`config.mk`:
```
export PLATFORM = sky130hd
export DESIGN_NAME = pef_array
export DESIGN_NICKNAME = d
export VERILOG_FILES = /design/src/rtl/pef_array.sv
export SDC_FILE = /design/constraint.sdc
export NUM_CORES = 1
export LEC_CHECK = 0
export BUFFER_PORTS_ARGS = -buffer_cell sky130_fd_sc_hd__buf_2
export CELL_PAD_IN_SITES_DETAIL_PLACEMENT = 0
export CELL_PAD_IN_SITES_GLOBAL_PLACEMENT = 1
export CORE_ASPECT_RATIO = 0.75
export CORE_MARGIN = 2
export CORE_UTILIZATION = 46
export DETAILED_ROUTE_END_ITERATION = 10
export PLACE_DENSITY_LB_ADDON = 0.1
export SLEW_MARGIN = 20
export SYNTH_ARGS = -nofsm -noshare
export SYNTH_HDL_FRONTEND = slang
export SYNTH_SLANG_ARGS = --single-unit
```
`constraint.sdc`:
```
create_clock -name clk -period 3.7 [get_ports clk]
set_clock_uncertainty 0.15 [all_clocks]
set_input_delay 0.74 -clock clk [delete_from_list [all_inputs] [get_ports clk]]
set_output_delay 0.74 -clock clk [all_outputs]
set_load 0.1 [all_outputs]
```
`src/rtl/pef_array.sv`:
```
// pef_array: synchronises N_CH oscillator bitstreams, detects rising edges and
// streams each channel's phase (cycles after the last channel-0 edge) over valid/ready.
module pef_array #(
  parameter int N_CH        = 4,
  parameter int CNT_W       = 8,
  parameter int SYNC_STAGES = 2,
  localparam int CH_W       = (N_CH > 2) ? $clog2(N_CH) : 1
) (
  input  logic             clk,
  input  logic             re_n,
  input  logic             en,
  input  logic [N_CH-1:0]  n,
  output logic [N_CH-1:0]  edges,  // named edges because "edge" is a reserved word
  output logic [CNT_W-1:0] phase,
  output logic [CH_W-1:0]  phase_ch,
  output logic             phase_valid,
  input  logic             phase_ready,
  output logic [CNT_W-1:0] period,
  output logic             locked,
  output logic [N_CH-1:0]  ovf,
  input  logic             ovf_clr
);

  localparam logic [CNT_W-1:0] CNT_MAX = '1;

  logic [SYNC_STAGES-1:0][N_CH-1:0] sync_reg;
  logic [N_CH-1:0]  prev_reg, edge_reg;
  logic [CNT_W-1:0] cnt_reg, period_reg, cap_val;
  logic             locked_reg;
  logic [N_CH-1:0]  take, hit, pend_reg, pend_next, ovf_reg, ovf_next;
  logic [CNT_W-1:0] cap_reg  [N_CH];
  logic [CNT_W-1:0] cap_next [N_CH];
  logic [CNT_W-1:0] phase_reg;
  logic [CH_W-1:0]  phase_ch_reg, rr_ptr_reg, sel_idx;
  logic             valid_reg, sel_found, out_load, do_load;
  logic [2*N_CH-1:0] rot;
  logic [CH_W:0]    sel_off, sel_sum;

  // Input synchroniser plus one extra flop to look for the 0->1 transition
  always_ff @(posedge clk or negedge re_n) begin
    if (!re_n) begin
      sync_reg <= '0;
      prev_reg <= '0;
      edge_reg <= '0;
    end else begin
      sync_reg <= {sync_reg[SYNC_STAGES-2:0], n};
      prev_reg <= sync_reg[SYNC_STAGES-1];
      edge_reg <= sync_reg[SYNC_STAGES-1] & ~prev_reg;
    end
  end

  always_ff @(posedge clk or negedge re_n) begin
    if (!re_n) begin
      cnt_reg    <= '0;
      period_reg <= '0;
      locked_reg <= 1'b0;
    end else if (en) begin
      if (edge_reg[0]) begin
        cnt_reg    <= '0;
        period_reg <= (cnt_reg == CNT_MAX) ? CNT_MAX : cnt_reg + 1'b1;
        locked_reg <= 1'b1;
      end else if (cnt_reg != CNT_MAX) begin
        cnt_reg <= cnt_reg + 1'b1;
      end
    end else begin
      locked_reg <= 1'b0;
    end
  end

  assign take    = edge_reg & {N_CH{en & locked_reg}};
  assign cap_val = edge_reg[0] ? '0 : cnt_reg;

  // Round-robin pick: rotate pending bits so rr_ptr lands at bit 0
  assign rot = {pend_reg, pend_reg} >> rr_ptr_reg;

  always_comb begin
    sel_found = 1'b0;
    sel_off   = '0;
    for (int k = 0; k < N_CH; k++) begin
      if (!sel_found && rot[k]) begin
        sel_found = 1'b1;
        sel_off   = (CH_W+1)'(k);
      end
    end
    sel_sum = {1'b0, rr_ptr_reg} + sel_off;
    if (sel_sum >= (CH_W+1)'(N_CH)) begin
      sel_sum = sel_sum - (CH_W+1)'(N_CH);
    end
    sel_idx = sel_sum[CH_W-1:0];
  end

  assign out_load = ~valid_reg | phase_ready;
  assign do_load  = out_load & sel_found;

  always_ff @(posedge clk or negedge re_n) begin
    if (!re_n) begin
      phase_reg    <= '0;
      phase_ch_reg <= '0;
      valid_reg    <= 1'b0;
      rr_ptr_reg   <= '0;
    end else if (out_load) begin
      if (sel_found) begin
        phase_reg    <= cap_reg[sel_idx];
        phase_ch_reg <= sel_idx;
        valid_reg    <= 1'b1;
        rr_ptr_reg   <= (sel_idx == CH_W'(N_CH-1)) ? '0 : sel_idx + 1'b1;
      end else begin
        valid_reg <= 1'b0;
      end
    end
  end

  // A capture landing on the channel being unloaded refills the slot without overflow
  for (genvar gi = 0; gi < N_CH; gi++) begin : g_ch
    assign hit[gi]       = do_load && (sel_idx == CH_W'(gi));
    assign pend_next[gi] = take[gi] | (pend_reg[gi] & ~hit[gi]);
    assign ovf_next[gi]  = (take[gi] & pend_reg[gi] & ~hit[gi]) | (ovf_reg[gi] & ~ovf_clr);
    assign cap_next[gi]  = take[gi] ? cap_val : cap_reg[gi];
  end

  always_ff @(posedge clk or negedge re_n) begin
    if (!re_n) begin
      pend_reg <= '0;
      ovf_reg  <= '0;
      for (int k = 0; k < N_CH; k++) begin
        cap_reg[k] <= '0;
      end
    end else begin
      pend_reg <= pend_next;
      ovf_reg  <= ovf_next;
      for (int k = 0; k < N_CH; k++) begin
        cap_reg[k] <= cap_next[k];
      end
    end
  end

  assign edges       = edge_reg;
  assign phase       = phase_reg;
  assign phase_ch    = phase_ch_reg;
  assign phase_valid = valid_reg;
  assign period      = period_reg;
  assign locked      = locked_reg;
  assign ovf         = ovf_reg;

endmodule

```
---- After elaboration in Yosys (flattened, before gate mapping) ----
Cells that the tools add are included.
word-level totals
  register bits after elaboration ......... 86
  bits of input ports ..................... 9
  output and inout port bits .............. 28
  word-level logic and storage cells ...... 101
operators by class
  add/subtract/negate cells ............... 4
  magnitude comparators ................... 2
  eq/ne operators ......................... 6
  shifts and indexed selects .............. 1
  muxes and demuxes ....................... 19
  bitwise gates (word level) .............. 37
  reductions and logical operators ........ 15
operators by type and width
  cell                 count
  $mux 8               6
  $and 1x1->1          18
  $bmux 8 s2           1
  $or 1x1->1           9
  $add 8x1->8 const B  1
  $and 4x4->4          2
  $eq 8x8->1 const B   1
  $mux 1               8
  $ne 8x8->1 const B   1
  $shr 8x2->4          1
  $logic_and 1x1->1    7
  $ge 3x3->1 const B   2
  $mux 3               2
  $not 1->1            6
  $reduce_and 2->1     3
  $eq 2x2->1 const B   2
  $mux 2               2
  $not 4->4            1
  $add 2x3->3          1
  $logic_not 1->1      3
  $not 2->3            1
  $add 2x1->2 const B  1
  $eq 2x1->1 const B   1
  $logic_not 2->1      1
  other kinds (3)      3

---- Logic depth before layout (Yosys ltp) ----
Gate-level depths: netlist of run 1.
  word-level depth ........................ 19
  gate-level depth with buffers ........... 12
  gate-level depth less buffers ........... 9

---- Least setup slack after synthesis of run 1 ----
OpenSTA, ideal clock, no wires.
  path kind ............................... flip-flop to flip-flop
  start ................................... register pend_reg[2]
  end ..................................... register phase_reg[5] (netlist: phase[5])
  setup time .............................. 0.137 ns
  data arrival time ....................... 2.407 ns
  required time ........................... 3.413 ns
  path slack .............................. 1.006 ns
  cell stages (with the launch flop) ...... 13
  buffers on the path ..................... 3
  clock period less this slack ............ 2.694 ns
  cells stage by stage .................... dfrtp_1 buf_2 nor2_1 nor3_1 a21oi_1 o211ai_1 ha_1 clkbuf_1 clkbuf_1 mux2i_1 nor2_1 a22oi_1 o211ai_1
on the way
  cells in the longest elaborated chain, start to end .. 18
  elaborated cells between the ends (all ways) .. 23
  those cells by class .................... add/sub: 2; order compare: 1; shift: 1; mux: 11; bitwise: 1; reduce/logical: 7
ends and longest elaborated chain
  what                                              line    source
  start, declared                                   30      logic [N_CH-1:0] take, hit, pend_reg, pend_next, ovf_reg, ovf_next;
  start signal, assigned                            129     pend_reg <= pend_next;
  $shr 8x2->4 *                                     74      assign rot = {pend_reg, pend_reg} >> rr_ptr_reg;
  $mux 1                                            80      if (!sel_found && rot[k]) begin
  $logic_not 1->1                                   80
  $logic_and 1x1->1                                 80
  $mux 1                                            80
  $logic_not 1->1                                   80
  $logic_and 1x1->1                                 80
  $mux 1                                            80
  [... 2 more ...]                                  n/a
  $mux 3 *                                          80
  $add 2x3->3 *                                     85      sel_sum = {1'b0, rr_ptr_reg} + sel_off;
  $ge 3x3->1 / $sub 2x1->2 (equally long branches)  86, 87
  $mux 2 *                                          86      if (sel_sum >= (CH_W+1)'(N_CH)) begin
  net sel_sum[0]                                    37      logic [CH_W:0] sel_off, sel_sum;
  $not 2->3 (not written as such) *                 103     phase_reg <= cap_reg[sel_idx];
  $bmux 8 s2 *                                      103
  $mux 8 (not written as such) * (2 in a row)       103
  end signal, assigned                              103
  end, declared                                     33      logic [CNT_W-1:0] phase_reg;
The timed path passes the listed nets; every way through them passes the cells marked *. The select of a mux whose other input is x is not followed.
A chain may end at the register's enable or synchronous reset.

---- Final worst setup path of run 1 ----
  start ................................... register pend_reg[2]
  end ..................................... register phase_reg[3] (netlist: phase[3])
Same word-level chain as after synthesis.

==> results.md, run 1 <==
- Result of the run: finished, final reports clean
- Buf/Inv on CP: 0
- Share of async-settable or async-resettable flops after synthesis: 100.0%
- Syn Std Cell Area: 0.003630 mm^2
- Routed WL per cell: 15.74 um
- Depth of the worst register-to-register path: 7
- Post-CTS Hold Buffers: 0
- IO buf count: 36
- Critical-path maximum fanout: 15
- Worst min-delay path class: reg2reg
- Post-route setup TNS: 0 ps
- Worst max-slew margin expressed relative to the limit: 49.07%
- CP required: 3790 ps
- Antenna viol nets, final: 0
- Largest register FFs: 32
- Worst flop-to-flop path endpoint: phase[3]
- Nets in the synthesized netlist: 342
- Area Overhead vs Synth: 11.82%
- Category of cells accounting for the largest share of critical-path delay: multiplexers
- Worst flop-to-flop path startpoint: pend_reg[2]
- Width of the chip: 106.6 um
- GRT overflow: 0
- Critical Path Sink Type: flop
- Syn. warnings: 0
- Seq. cell area: 0.002152 mm^2
- Average vias per placed instance: 5.266
- FILL cells: 742
- Worst setup path category: reg2reg
- Power per unit of standard cell area: 872.2 mW/mm^2
- Share of the synthesized area in the top cell type: 59.29%
- Boundary Pins: 37
- Peak per-stage delay on the critical path: 760 ps
- Core box area: 0.007777 mm^2
- Commonest non-fill, non-tap cells in the layout: sky130_fd_sc_hd__dfrtp_1, sky130_fd_sc_hd__nand2_1, sky130_fd_sc_hd__buf_2, sky130_fd_sc_hd__o21ai_0, sky130_fd_sc_hd__nor2_1
- Worst-path clk slew: 90 ps
- Cell with the largest stage delay on the worst path: sky130_fd_sc_hd__ha_1
- Final slew viol count: 0
- Violation count after the first detailed-route iteration: 88
- Diode count: 0
- Die Span Y: 80.93 um
- Number of distinct library cells after synthesis: 43
- Number of buffers inserted to repair setup after CTS: 0
- Number of nets at the end of the flow: 375
- Effective utilization at floorplan: 46.67%
- Number of standard-cell rows in the floorplan: 28
- R2R Setup Slk: 690 ps
- Hold Crit Depth: 0
- Achievable frequency: 0.3328 GHz
- Final Total Pwr: 3540 uW
- First-pass GRT wire length: 12.48 mm
- Number of global-route vias before repair: 2409
- Insertion delay to the later sink of the worst-skew pair: 350 ps
- Worst hold endpoint: sync_reg[6]
- Cell area after layout: 0.004059 mm^2
- Most common library cell in the layout ignoring fill and taps: sky130_fd_sc_hd__dfrtp_1
- Unrepaired setup endpoints after global routing: no
- Gate count of the mapped netlist: 331
- TritonCTS Buffers: 9
- Clock Path Buffers: 2
- Final critical path time including I/O delays and setup: 3005 ps
- Maximum number of pins on one net before global-route repair: 87
- Cell-by-cell listing of the critical path: nor2_1 > nor3_1 > a21oi_1 > o211ai_1 > ha_1 > mux4_1 > mux2_2
- Final number of hold-violating endpoints: 0
- Area used by multi-input combinational logic: 0.001374 mm^2
- Dpl cell area: 0.003881 mm^2
- Layout cells sized above 1: 17.34%
- Kind of start point of the critical path: flop
- Sinks on Clock Net: 86
- Top FF cell, synth: sky130_fd_sc_hd__dfrtp_1
- Placer's final routability congestion estimate: 0.8043
- Ranking of synthesized cells by area: sky130_fd_sc_hd__dfrtp_1, sky130_fd_sc_hd__nand2_1, sky130_fd_sc_hd__o21ai_0
- Total length of routed wires: 7.459 mm
- Share of the clock period used by the worst path: 81.22%
- DIE AREA: 0.008625 mm^2
- Peak supply drop: 482.9 uV
- DRC violations left: 0
- Dpl hpwl: 4.989 mm
- Total setup violations reported at the end of the flow: 0
- Antenna violations before repair: 0
- Hold Path Origin: sync_reg[2]
- Max-cap violation count: 0
- Seq cells post-synth: 86
- Clock tree root buffer cell: sky130_fd_sc_hd__clkbuf_8
- Share of the yosys chip area belonging to registers: 59.29%
- CTS tree: yes
- Count of flip-flops with a built-in enable after synthesis: 0
- Largest area contributor in the netlist: sky130_fd_sc_hd__dfrtp_1
- DR vias: 2496
- Critical Path AT: 3100 ps
- Launching element of the worst setup path: pend_reg[2]
- Global-route total usage across every layer: 18.93%
- Leakage power of the design: 0.001898 uW
- Length of the first detailed-routing pass in iterations: 4
- Slew of the pin with the lowest slew margin: 763.9 ps
- Maximum level of the CTS H-tree: 3
- Mean instance size in the synthesized netlist: 10.97 um^2
- Total of cells resized after clock tree synthesis: 0
## cells by family after synthesis
family	count (synthesis)	synth area share, %
compound gates	75	12.86
xor+xnor	9	2.999
fa+ha+maj	2	0.6893
buf+inv	24	2.861
flops	86	59.29
mux	19	6.894
simple gates	116	14.41
## final cells by class
cell class                 instances  area share (%)
timing repair buffer              37           4.778
sequential                        86           53.02
inverter                           9          0.8323
multi-input combinational        221           33.85
tap                              105           3.237
clock buffer                      10           3.144
clock inverter                     6           1.141
## synthesized netlist by cell type, types with 2 or more instances
cell                       instances
sky130_fd_sc_hd__dfrtp_1          86
sky130_fd_sc_hd__nand2_1          53
sky130_fd_sc_hd__o21ai_0          33
sky130_fd_sc_hd__nor2_1           23
sky130_fd_sc_hd__nand3_1          12
sky130_fd_sc_hd__a21oi_1          10
sky130_fd_sc_hd__clkbuf_1          9
sky130_fd_sc_hd__mux2_2            9
sky130_fd_sc_hd__and2_1            8
sky130_fd_sc_hd__inv_1             8
sky130_fd_sc_hd__mux2i_1           7
sky130_fd_sc_hd__o211ai_1          6
sky130_fd_sc_hd__a22oi_1           5
sky130_fd_sc_hd__buf_2             5
sky130_fd_sc_hd__nand2b_1          4
sky130_fd_sc_hd__nor2b_1           4
sky130_fd_sc_hd__nor3_1            4
sky130_fd_sc_hd__o22ai_1           4
sky130_fd_sc_hd__o31ai_1           4
sky130_fd_sc_hd__xor2_1            4
sky130_fd_sc_hd__mux4_1            3
sky130_fd_sc_hd__xnor2_1           3
sky130_fd_sc_hd__a31oi_1           2
sky130_fd_sc_hd__and3_1            2
sky130_fd_sc_hd__ha_1              2
sky130_fd_sc_hd__nor3b_1           2
sky130_fd_sc_hd__o21ai_1           2
sky130_fd_sc_hd__o22a_1            2
## worst reg2reg max path: stages, from the launching register on
cell and delay, ps:
sky130_fd_sc_hd__dfrtp_1 490, sky130_fd_sc_hd__nor2_1 260, sky130_fd_sc_hd__nor3_1 80, sky130_fd_sc_hd__a21oi_1 150, sky130_fd_sc_hd__o211ai_1 100, sky130_fd_sc_hd__ha_1 760, sky130_fd_sc_hd__mux4_1 630, sky130_fd_sc_hd__mux2_2 270
## routing by layer
layer,up-vias,wire length [um],GRT usage (%)
met5,-,0,0
met4,0,108,6.364
met3,8,263,4.735
met2,55,3123,26.75
met1,1210,3964,28.44
li1,1223,-,-
## per-stage QoR
stage                     cells  util (%)  worst slack [ps]  hold WS [ps]
after floorplan             331         -              1007         181.2
after global placement      458     49.90             810.9         181.8
after detailed placement    458     49.90             742.8         187.1
after CTS                   474     52.14             717.8         208.9
after global routing        474     52.19             579.0         215.9
final                       474     52.19             694.8         204.6
## power breakdown
part / leakage (uW) / switching (uW) / total [uW] / internal [uW]
clock: 0.0000829 / 347 / 594 / 248
sequential: 0.00111 / 162 / 1270 / 1110
combinational: 0.000708 / 1120 / 1680 / 552
## worst max-delay path by stage
stage,cells past startpoint,endpoint
floorplan,12,phase[5]
global placement,7,phase[4]
detailed placement,7,phase[7]
CTS,7,phase[7]
global route,7,phase[3]
finish,7,phase[3]
No activity file was read; power rests on OpenSTA's default activity.
==> run 2, diff against run 1 <==
--- a/config.mk
+++ b/config.mk
@@ -10,7 +10,7 @@
 export CELL_PAD_IN_SITES_GLOBAL_PLACEMENT = 1
 export CORE_ASPECT_RATIO = 0.75
 export CORE_MARGIN = 2
-export CORE_UTILIZATION = 46
+export CORE_UTILIZATION = 42
 export DETAILED_ROUTE_END_ITERATION = 10
 export PLACE_DENSITY_LB_ADDON = 0.1
 export SLEW_MARGIN = 20
==> constraint.sdc (replaced) <==
create_clock -name clk -period 2.4 [get_ports clk]
set_clock_uncertainty 0.15 [all_clocks]
set_input_delay 0.48 -clock clk [delete_from_list [all_inputs] [get_ports clk]]
set_output_delay 0.48 -clock clk [all_outputs]
set_load 0.1 [all_outputs]
==> run 2 against run 1 <==
The run now ends with negative hold slack left. Final cell count increased by 6.8%. Global-route usage fell by 0.97 points. Die area is 9.1% higher. Sequential cell count is the same. Wire length rose by 4.4%. Fmax up 26%. Sequential power up 54%. Clock power is 130% higher. Non-clock buffer count rose by 29. Final area is 11% higher. Register-to-register slack lost 680 ps.
==> results.md, run 2 (synthesis gave the netlist of run 1 again) <==
- Dpl cell area: 0.004114 mm^2
- DIE AREA: 0.009410 mm^2
- Commonest non-fill, non-tap cells in the layout: sky130_fd_sc_hd__dfrtp_1, sky130_fd_sc_hd__nand2_1, sky130_fd_sc_hd__buf_2, sky130_fd_sc_hd__o21ai_0, sky130_fd_sc_hd__buf_4
- Core box area: 0.008418 mm^2
- Final slew viol count: 0
- Worst min-delay path class: in2async
- Achievable frequency: 0.4189 GHz
- Number of nets at the end of the flow: 404
- Share of the clock period used by the worst path: 99.46%
- Routed WL per cell: 15.39 um
- DRC violations left: 0
- Cell-by-cell listing of the critical path: a211o_1 > o22a_1 > o22ai_4 > xor3_2 > mux4_1 > mux2_2
- Average vias per placed instance: 5.089
- Result of the run: finished, violations left
- Unrepaired setup endpoints after global routing: yes
- Dpl hpwl: 5.352 mm
- Critical Path Sink Type: flop
- Diode count: 0
- Boundary Pins: 37
- Antenna violations before repair: 0
- Maximum level of the CTS H-tree: 3
- Post-CTS Hold Buffers: 0
- Cell area after layout: 0.004491 mm^2
- Length of the first detailed-routing pass in iterations: 4
- Width of the chip: 111.3 um
- Post-route setup TNS: 0 ps
- Total length of routed wires: 7.789 mm
- Worst max-slew margin expressed relative to the limit: 60.89%
- Worst-path clk slew: 60 ps
- Most common library cell in the layout ignoring fill and taps: sky130_fd_sc_hd__dfrtp_1
- DR vias: 2575
- Peak supply drop: 673.9 uV
- Slew of the pin with the lowest slew margin: 586.7 ps
- Setup Slack @ Placement: -143.1 ps
- Cell with the largest stage delay on the worst path: sky130_fd_sc_hd__dfrtp_2
- TritonCTS Buffers: 9
- Critical Path AT: 2460 ps
- Sinks on Clock Net: 86
- Worst hold slack: -9.734 ps
- Total setup violations reported at the end of the flow: 0
- Category of cells accounting for the largest share of critical-path delay: compound AO/OA/AOI/OAI gates
- Number of global-route vias before repair: 2546
- First-pass GRT wire length: 13.10 mm
- Area Overhead vs Synth: 23.72%
- Worst setup path category: reg2reg
- Violation count after the first detailed-route iteration: 104
- Buf/Inv on CP: 0
- Final critical path time including I/O delays and setup: 2387 ps
- Kind of start point of the critical path: flop
- IO buf count: 36
- Failing checks: negative hold slack
- GRT overflow: 0
- Max-cap violation count: 0
- Critical-path maximum fanout: 12
- Insertion delay to the later sink of the worst-skew pair: 340 ps
- Antenna viol nets, final: 0
- CP required: 2470 ps
- Leakage power of the design: 0.002085 uW
- FILL cells: 786
- Die Span Y: 84.51 um
- Clock Path Buffers: 2
- Largest register FFs: 32
- Layout cells sized above 1: 27.64%
- Clock tree root buffer cell: sky130_fd_sc_hd__clkbuf_16
- Min setup slack post-route: 12.90 ps
- Placer's final routability congestion estimate: 0.7656
- Maximum number of pins on one net before global-route repair: 45
- Effective utilization at floorplan: 43.12%
- Number of standard-cell rows in the floorplan: 29
- Global-route total usage across every layer: 17.96%
- Power per unit of standard cell area: 1462 mW/mm^2
- CTS tree: yes
- Peak per-stage delay on the critical path: 490 ps
- Final number of hold-violating endpoints: 5
==> run 2: cell count changes in the layout (fill, tap and decap cells not counted), sizes merged <==
cell / delta
inv: +3
buf: +29
clkinv: -3
==> run 2: per-stage QoR <==
step	cells	hold WS, ps	utilization [%]	power (uW)
finish	506	-9.734	53.34	6567
global placement	487	181.3	48.87	4984
detailed placement	487	184.7	48.87	5019
floorplan	331	34.41	-	4113
CTS	504	9.156	52.57	6460
global route	506	24.64	53.34	6942
==> run 2: worst paths after layout <==
check / from / slack [ps] / endpoint / cells past startpoint
setup reg to reg: rr_ptr_reg[0] / 10 / phase[7] / 6
hold reg to reg: sync_reg[3] / 200 / sync_reg[7] / 0
setup / recovery: rr_ptr_reg[0] / 10 / phase[7] / 6
max in group asynchronous: re_n / 1530 / phase[5] / 2
min in group clk: n[0] / 90 / sync_reg[0] / 1
hold / removal: re_n / -10 / phase_ch[1] / 1
==> run 2: cell type report <==
type	instances	area (um^2)	area share (%)
flip-flops and latches	86	2160	48.09
inverters	9	33.78	0.7523
multi-input cells	221	1440	32.07
well taps	108	135.1	3.009
clock buffers	10	239.0	5.322
clock inverters	6	50.05	1.115
repair buffers	66	432.9	9.641
==> run 2: per-layer routing <==
layer / vias to the layer above / wire length (um) / GRT usage (%)
met5: - / 0 / 0
met3: 6 / 256 / 5.343
li1: 1270 / - / -
met4: 0 / 64 / 4.714
met1: 1259 / 4078 / 26.24
met2: 40 / 3389 / 26.44
==> run 2: worst reg2reg max path: cells and delay by family (launching register included) <==
kind	cells	cell delay, ps
mux	2	530
xor+xnor	1	430
flops	1	490
compound gates	3	670
==> run 2: timing repair <==
item / CTS / global route
gates resized for setup: 4 / 13
endpoints found under the setup margin: 11 / 11
pin swaps: 0 / 0
setup buffers: 1 / 2
==> run 2: power breakdown <==
part           switching [uW]  internal [uW]  total, uW
combinational            1940           1330       3280
clock                     599            744       1340
sequential                230           1720       1950
total                    2770           3800       6570
